## config.mk

```make
export PLATFORM = sky130hd
export DESIGN_NAME = ddr_port_arbiter
export DESIGN_NICKNAME = d
export VERILOG_FILES = /design/src/rtl/ddr_port_arbiter.sv
export SDC_FILE = /design/constraint.sdc
export NUM_CORES = 1
export LEC_CHECK = 0
export CAP_MARGIN = 20
export CORE_AREA = 5 5 388 390
export CTS_CLUSTER_SIZE = 30
export DETAILED_ROUTE_END_ITERATION = 7
export DIE_AREA = 0 0 393 395
export REMOVE_ABC_BUFFERS = 1
export SETUP_SLACK_MARGIN = 0.15
export SLEW_MARGIN = 5
export SYNTH_ARGS = -nofsm -noshare
export SYNTH_HDL_FRONTEND = slang
export SYNTH_SLANG_ARGS = --single-unit
```

## constraint.sdc

```tcl
create_clock -name i_clock -period 8.5 [get_ports i_clock]
set_input_delay 1.7 -clock i_clock [delete_from_list [all_inputs] [get_ports i_clock]]
set_output_delay 1.7 -clock i_clock [all_outputs]
set_load 0.01 [all_outputs]
```

## src/rtl/ddr_port_arbiter.sv

```systemverilog
// ddr_port_arbiter
// Shares one DDR controller port (address FIFO, write buffer, read buffer)
// between NREQ line-granular requesters.
//   - Round-robin arbitration; the grant is held for a whole transaction.
//   - A line write is two write-buffer beats plus one address-FIFO entry.
//     Beat1 and the address push always happen in the same cycle.
//   - A line read is one address-FIFO entry. It pushes the requester ID
//     into an in-order tag FIFO.
//   - Read-return beats are routed back using the head of the tag FIFO.
// Ports:
//   i_clock / i_reset                 clock, asynchronous active-low reset
//   i_reqValid/i_reqRead/i_reqAddr/
//   i_reqWData                        per-requester request bundle
//   o_reqAck                          one-cycle pulse: transaction issued
//   o_rdDataValid/o_rdData/
//   o_rdDataLast                      read-return beat to one requester
//   i_afFull/i_wbFull/i_rbEmpty/
//   i_readData                        DDR controller status and read head
//   o_wrAF/o_afAddress/o_afRead       address FIFO push
//   o_wrWB/o_writeData                write buffer push
//   o_rdRB                            read buffer pop
//   o_rdOutstanding                   lines outstanding in the tag FIFO
module ddr_port_arbiter #(
    parameter int NREQ  = 2,
    parameter int IDW   = 2,
    parameter int MAXRD = 8
) (
    input  logic                      i_clock,
    input  logic                      i_reset,
    input  logic [NREQ-1:0]           i_reqValid,
    input  logic [NREQ-1:0]           i_reqRead,
    input  logic [NREQ*26-1:0]        i_reqAddr,
    input  logic [NREQ*256-1:0]       i_reqWData,
    output logic [NREQ-1:0]           o_reqAck,
    output logic [NREQ-1:0]           o_rdDataValid,
    output logic [127:0]              o_rdData,
    output logic                      o_rdDataLast,
    input  logic                      i_afFull,
    input  logic                      i_wbFull,
    input  logic                      i_rbEmpty,
    input  logic [127:0]              i_readData,
    output logic                      o_wrAF,
    output logic [25:0]               o_afAddress,
    output logic                      o_afRead,
    output logic                      o_wrWB,
    output logic [127:0]              o_writeData,
    output logic                      o_rdRB,
    output logic [$clog2(MAXRD):0]    o_rdOutstanding
);
    localparam int PW = $clog2(MAXRD);

    typedef enum logic {S_IDLE, S_WR1} state_t;

    state_t              r_state;
    logic [IDW-1:0]      r_rrPtr;
    logic [IDW-1:0]      r_gntId;
    logic [IDW-1:0]      r_tagMem [MAXRD];
    logic [PW-1:0]       r_tagWrPtr;
    logic [PW-1:0]       r_tagRdPtr;
    logic [PW:0]         r_tagCount;
    logic                r_beat;

    logic                w_found;
    logic [IDW-1:0]      w_winner;
    logic                w_tagFull;
    logic                w_rdIssue;
    logic                w_wr0;
    logic                w_wr1;
    logic                w_retBeat;
    logic                w_tagPop;

    // Round-robin scan starting just after the last acknowledged requester.
    always_comb begin
        w_found  = 1'b0;
        w_winner = '0;
        for (int k = 1; k <= NREQ; k++) begin
            if (!w_found && i_reqValid[(int'(r_rrPtr) + k) % NREQ]) begin
                w_found  = 1'b1;
                w_winner = IDW'((int'(r_rrPtr) + k) % NREQ);
            end
        end
    end

    // Every issue/return qualifier is gated by reset so that all outputs
    // read zero for as long as reset is held, regardless of the inputs.
    always_comb begin
        w_tagFull = (r_tagCount == (PW+1)'(MAXRD));
        w_rdIssue = i_reset && (r_state == S_IDLE) && w_found && i_reqRead[w_winner]
                    && !i_afFull && !w_tagFull;
        w_wr0     = i_reset && (r_state == S_IDLE) && w_found && !i_reqRead[w_winner]
                    && !i_wbFull;
        w_wr1     = i_reset && (r_state == S_WR1) && !i_wbFull && !i_afFull;
        w_retBeat = i_reset && !i_rbEmpty && (r_tagCount != '0);
        w_tagPop  = w_retBeat && r_beat;
    end

    always_comb begin
        o_wrAF        = w_rdIssue || w_wr1;
        o_afRead      = w_rdIssue;
        o_wrWB        = w_wr0 || w_wr1;
        o_afAddress   = '0;
        o_writeData   = '0;
        o_reqAck      = '0;
        if (w_rdIssue) begin
            o_afAddress        = i_reqAddr[26*int'(w_winner) +: 26];
            o_reqAck[w_winner] = 1'b1;
        end else if (w_wr1) begin
            o_afAddress        = i_reqAddr[26*int'(r_gntId) +: 26];
            o_writeData        = i_reqWData[256*int'(r_gntId) + 128 +: 128];
            o_reqAck[r_gntId]  = 1'b1;
        end else if (w_wr0) begin
            o_writeData        = i_reqWData[256*int'(w_winner) +: 128];
        end

        o_rdRB        = w_retBeat;
        o_rdData      = w_retBeat ? i_readData : '0;
        o_rdDataLast  = w_tagPop;
        o_rdDataValid = '0;
        if (w_retBeat) begin
            o_rdDataValid[r_tagMem[r_tagRdPtr]] = 1'b1;
        end
        o_rdOutstanding = i_reset ? r_tagCount : '0;
    end

    always_ff @(posedge i_clock or negedge i_reset) begin
        if (!i_reset) begin
            r_state    <= S_IDLE;
            r_rrPtr    <= IDW'(NREQ - 1);
            r_gntId    <= '0;
            r_tagWrPtr <= '0;
            r_tagRdPtr <= '0;
            r_tagCount <= '0;
            r_beat     <= 1'b0;
        end else begin
            case (r_state)
                S_IDLE: begin
                    if (w_wr0) begin
                        r_gntId <= w_winner;
                        r_state <= S_WR1;
                    end
                end
                S_WR1: begin
                    if (w_wr1) begin
                        r_state <= S_IDLE;
                    end
                end
                default: r_state <= S_IDLE;
            endcase

            // The pointer only moves when a transaction is acknowledged.
            if (w_rdIssue) begin
                r_rrPtr <= w_winner;
            end else if (w_wr1) begin
                r_rrPtr <= r_gntId;
            end

            if (w_rdIssue) begin
                r_tagWrPtr <= r_tagWrPtr + 1'b1;
            end
            if (w_retBeat) begin
                r_beat <= ~r_beat;
            end
            if (w_tagPop) begin
                r_tagRdPtr <= r_tagRdPtr + 1'b1;
            end
            case ({w_rdIssue, w_tagPop})
                2'b10:   r_tagCount <= r_tagCount + 1'b1;
                2'b01:   r_tagCount <= r_tagCount - 1'b1;
                default: r_tagCount <= r_tagCount;
            endcase
        end
    end

    // Tag storage has no reset; only entries between the pointers are live.
    always_ff @(posedge i_clock) begin
        if (w_rdIssue) begin
            r_tagMem[r_tagWrPtr] <= w_winner;
        end
    end
endmodule

```

Word-level counts from Yosys, hierarchy flattened --
Memory sizes are Yosys's and may differ from the RTL's. Cells that the tools add are included.
Storage, ports and cells: memories kept 1, bits of input ports 701, bits in writable memories 16, output and inout port bits 295, flip-flop bits (word level) 15
Cells by class: eq/ne operators 3, bitwise gates (word level) 4, order comparisons 8, multipliers 2, mux-type cells 36, reductions and logical operators 29, shift-type cells 4, $add $sub $neg 7
Memories:
- r_tagMem | depth 8, bits a word 2, rd ports 1, clocked after Yosys merged registers in 0, write ports 1, RTL line 57 | logic [IDW-1:0] r_tagMem [MAXRD];
Operators with widths (count):
- 128-bit 2-to-1 mux | 4
- 512-bit by 11-bit indexed part select with 128-bit output | 1
- 512-bit by 12-bit indexed part select with 128-bit output | 1
- 52-bit by 8-bit indexed part select with 26-bit output | 2
- 26-bit 2-to-1 mux | 2
- 1-bit 2-to-1 mux | 19
- 1-bit logical AND | 17
- 4-bit by 2-bit multiplier with 6-bit output (first input constant) | 2
- 10-bit by 8-bit adder with 11-bit output (second input constant) | 1
- 2-bit 2-to-1 mux | 5
- 4-bit case mux with 2 select lines | 1
- 3-bit by 1-bit adder with 3-bit output (second input constant) | 2
- 2-bit by 1-bit >= comparator with 1-bit output (second input constant) | 3
- 1-bit zero test | 6
- 2-bit < comparator (second input constant) | 3
- 2-bit by 3-bit < comparator with 1-bit output (second input constant) | 2
- 4-bit by 1-bit adder with 4-bit output (second input constant) | 1
- 4-bit equality test (second input constant) | 1
- 4-bit 2-to-1 mux | 1
- 2-bit nonzero test | 2
- 4-bit nonzero test | 1
- 4-bit by 1-bit subtractor with 4-bit output (second input constant) | 1
- 1-bit demux with 1-bit select | 3
- 1-bit adder (second input constant) | 2
- 7 further kinds | 10

Depth between registers and ports, before layout --
word-level depth 17, gate-level depth with buffers 12

Least setup slack after synthesis --
Ideal clock, no wire load.
path kind input to output, start in i_reqValid[1], end out o_writeData[100], slack 3351 ps, buffers on the path 4, arrival time 3449 ps, stages 8, data required time 6800 ps, cells stage by stage a21boi_1 buf_2 mux2_4 or4_1 buf_2 buf_6 buf_4 o22ai_1
Between the ends: longest elaborated chain between the ends 15
RTL lines:
- from (decl) | RTL line 30 | input logic [NREQ-1:0] i_reqValid,
- branches (longest 14 deep; another with 512-bit by 11-bit indexed part select with 128-bit output)
- 128-bit 2-to-1 mux * | RTL line 104 | if (w_rdIssue) begin
- to (decl) | RTL line 46 | output logic [127:0] o_writeData,
Mark *: on every way between the ends. The select of a mux whose other input is x is not followed.

Final worst setup path --
start in i_reqValid[1], end out o_writeData[32]
The elaborated chain is that of the path after synthesis.

==> flow_summary.json <==
{
  "area_growth_syn_to_layout_pct": 209,
  "tightest_slew_ns": 0.994,
  "min_path_type": "register to register",
  "avgRoutedWirePerCell_um": 33.9,
  "overflow": 0,
  "finalCritPeriodShare_pct": 84.6,
  "syn_avg_cell_area_um2": 8.30,
  "core_um2": 147000,
  "p_leak_nw": 6.34,
  "antenna_found_initial": 129,
  "regToRegSetupSlack_ns": 4.65,
  "r2r-start": "r_state",
  "cts_buffers": 3,
  "utilization_pct": 12.5,
  "hold_violations": 0,
  "syn_area_um2": 5930,
  "cts_buffer_depth": 2,
  "irDropWorstVdd_v": 0.000131,
  "yosysWarnings": 0,
  "status": "finished, final reports clean",
  "htree_num_levels": 1,
  "grt_max_degree": 135,
  "die_w_um": 393,
  "die_h_um": 395,
  "io_buffer_count": 995,
  "r2r-end": "r_tagCount[2]",
  "critPathLaunch": "i_reqValid[1]",
  "power.density_nw_per_um2": 116,
  "io_pins": 996,
  "critical_path_class": "input port to output pin",
  "slew_headroom_pct": 31.8,
  "cts_tree": "done",
  "insertion_delay_ns": 0.26,
  "max_cap_viol_count": 0,
  "ys_ff_latch": 22,
  "ctsHoldBuffers": 0,
  "vias": 11055,
  "drcViolationCount": 0,
  "ctsResizeCount": 0,
  "setup.worst_path.start_class": "input port",
  "cp.arrival_ns": 5.49,
  "synth_cells": 714,
  "reg2reg_depth": 10,
  "yosysSeqAreaShare_pct": 9.99,
  "setup_violations": 0,
  "grt_use_total_pct": 14.8,
  "routabilityCongestion": 1.09,
  "antenna_left": 0,
  "path_max_fanout": 50,
  "setup.worst_path.end_class": "output pin",
  "crit_end": "o_writeData[32]",
  "die-area_um2": 155000,
  "start_util_pct": 4.04,
  "min_period_ns": 7.19,
  "ys_types": 39,
  "drive_gt1_share_pct": 2.00,
  "rows": 141,
  "clk_pin_slew_ns": 0.06,
  "dr.pass1.iters": 5,
  "finalNetCount": 2355,
  "fin_worst_skew_ns": 0.00386,
  "max_freq_mhz": 139,
  "rsz0062_at_grt": "false",
  "cts_sinks": 22,
  "drtIter0Drc": 887,
  "grt_pass1_wl_um": 144000,
  "slew_violations": 0,
  "post_cts_buffers": 0,
  "dp_hpwl_um": 113000,
  "detail_route.vias_per_cell": 3.06,
  "drt-total-wl_um": 122000,
  "required_ns": 6.80,
  "ctsRootBufferMaster": "clkbuf_16",
  "fin_tns_setup_ns": 0,
  "first_global_vias": 10627
}
-- critical path, cell delays in order --
cell,delay (ns)
clkdlybuf4s50_1,0.50
a21boi_4,0.31
buf_4,0.45
buf_4,0.79
mux2i_1,0.91
o22ai_1,0.15
clkdlybuf4s50_1,0.51
-- Yosys cell counts, drive strengths merged --
master     n  share of area [%]
a32o       1               0.17
a22o      26                3.8
nand2b     3               0.32
xor2       4               0.59
clkbuf    60                3.8
o21bai     1               0.13
mux2i    257                 43
dfrtp     13                5.5
nand2      7               0.44
nand3      5               0.42
o2bb2ai    1               0.15
mux4       2               0.76
or4        1               0.13
mux2       5                1.0
inv        3               0.19
nor3       7               0.59
a21oi      1              0.084
nor4       3               0.32
edfxtp     8                4.1
xnor2      6               0.89
o22ai    128                 14
nand3b     1               0.13
a2111oi    2               0.40
and3       1               0.11
ha         5                1.1
nor2       5               0.32
nor4b      1               0.15
buf       19                2.6
a31o       1               0.15
dfstp      1               0.44
a21boi     1               0.13
and2     133                 14
nor2b      2               0.21
-- where the power goes --
group / internal [W] / total [W] / switching (W)
registers: 0.000148 / 0.000260 / 0.000112
logic: 0.000909 / 0.00177 / 0.000859
clock network: 0.0000627 / 0.0000995 / 0.0000368
-- worst min-delay path by stage --
stage | start | end | slack, ns | depth (start not counted)
final | r_tagRdPtr[2] | r_tagRdPtr[2] | 0.50 | 1
after global routing | r_tagRdPtr[2] | r_tagRdPtr[2] | 0.52 | 1
after CTS | r_beat | r_beat | 0.50 | 1
after detailed placement | r_tagRdPtr[2] | r_tagRdPtr[2] | 0.48 | 1
after global placement | r_beat | r_beat | 0.48 | 1
after floorplan | r_beat | r_beat | 0.46 | 1
-- state kept, by name (all words and copies together), names as in the netlist --
signal and flops:
r_state 1, r_beat 1, r_tagMem 8, r_tagWrPtr 3
r_rrPtr 1, r_gntId 1, r_tagCount 4, r_tagRdPtr 3
-- layer usage --
metal	GRT usage [%]	vias to the layer above	wire [µm]	part of all wire, %
li1	-	4624	-	-
met1	15.5	5212	42200	34
met2	26.1	871	59700	49
met3	8.71	244	17100	14
met4	2.25	104	2760	2.3
met5	0	-	662	0.54
-- through the flow --
step	area (µm²)	power, W	std cells	setup WS, ns	hold WS, ns
floorplan	5550	0.00115	635	-7.54	0.462
global placement	18100	0.00203	3573	1.53	0.480
detailed placement	18100	0.00203	3574	1.50	0.484
CTS	18200	0.00214	3578	1.50	0.499
global route	18200	0.00220	3582	1.29	0.515
finish	18300	0.00213	3610	1.31	0.496
-- cells by family after synthesis --
group	count (synthesis)	share of synthesized area (%)
compound gates	162	18.6
xor+xnor	10	1.48
fa+ha+maj	5	1.06
buf+inv	82	6.57
flops	22	9.99
mux	264	45.2
simple gates	169	17.2
-- layout make-up --
cell class	count	area (µm²)
Antenna cell	32	80.1
Sequential cell	22	596
Clock buffer	3	75.1
Clock inverter	1	3.75
Tap cell	1930	2410
Fill cell	16843	128000
Multi-Input combinational cell	610	5000
Timing Repair Buffer	1009	10100
Inverter	3	11.3
-- placed cells by master (no fill, tap or decap), types with 6 or more instances in the layout --
cell             netlist  final
nor3_1                 7      6
diode_2                0     32
o22ai_1              128    128
edfxtp_1               8      8
clkdlybuf4s50_1        0    995
xnor2_1                6      6
buf_4                  1      9
nand2_1                7      7
a22o_1                26     26
dfrtp_1               13     12
mux2i_1              257    257
and2_1               133    133
(Power assumes the default switching activity.)
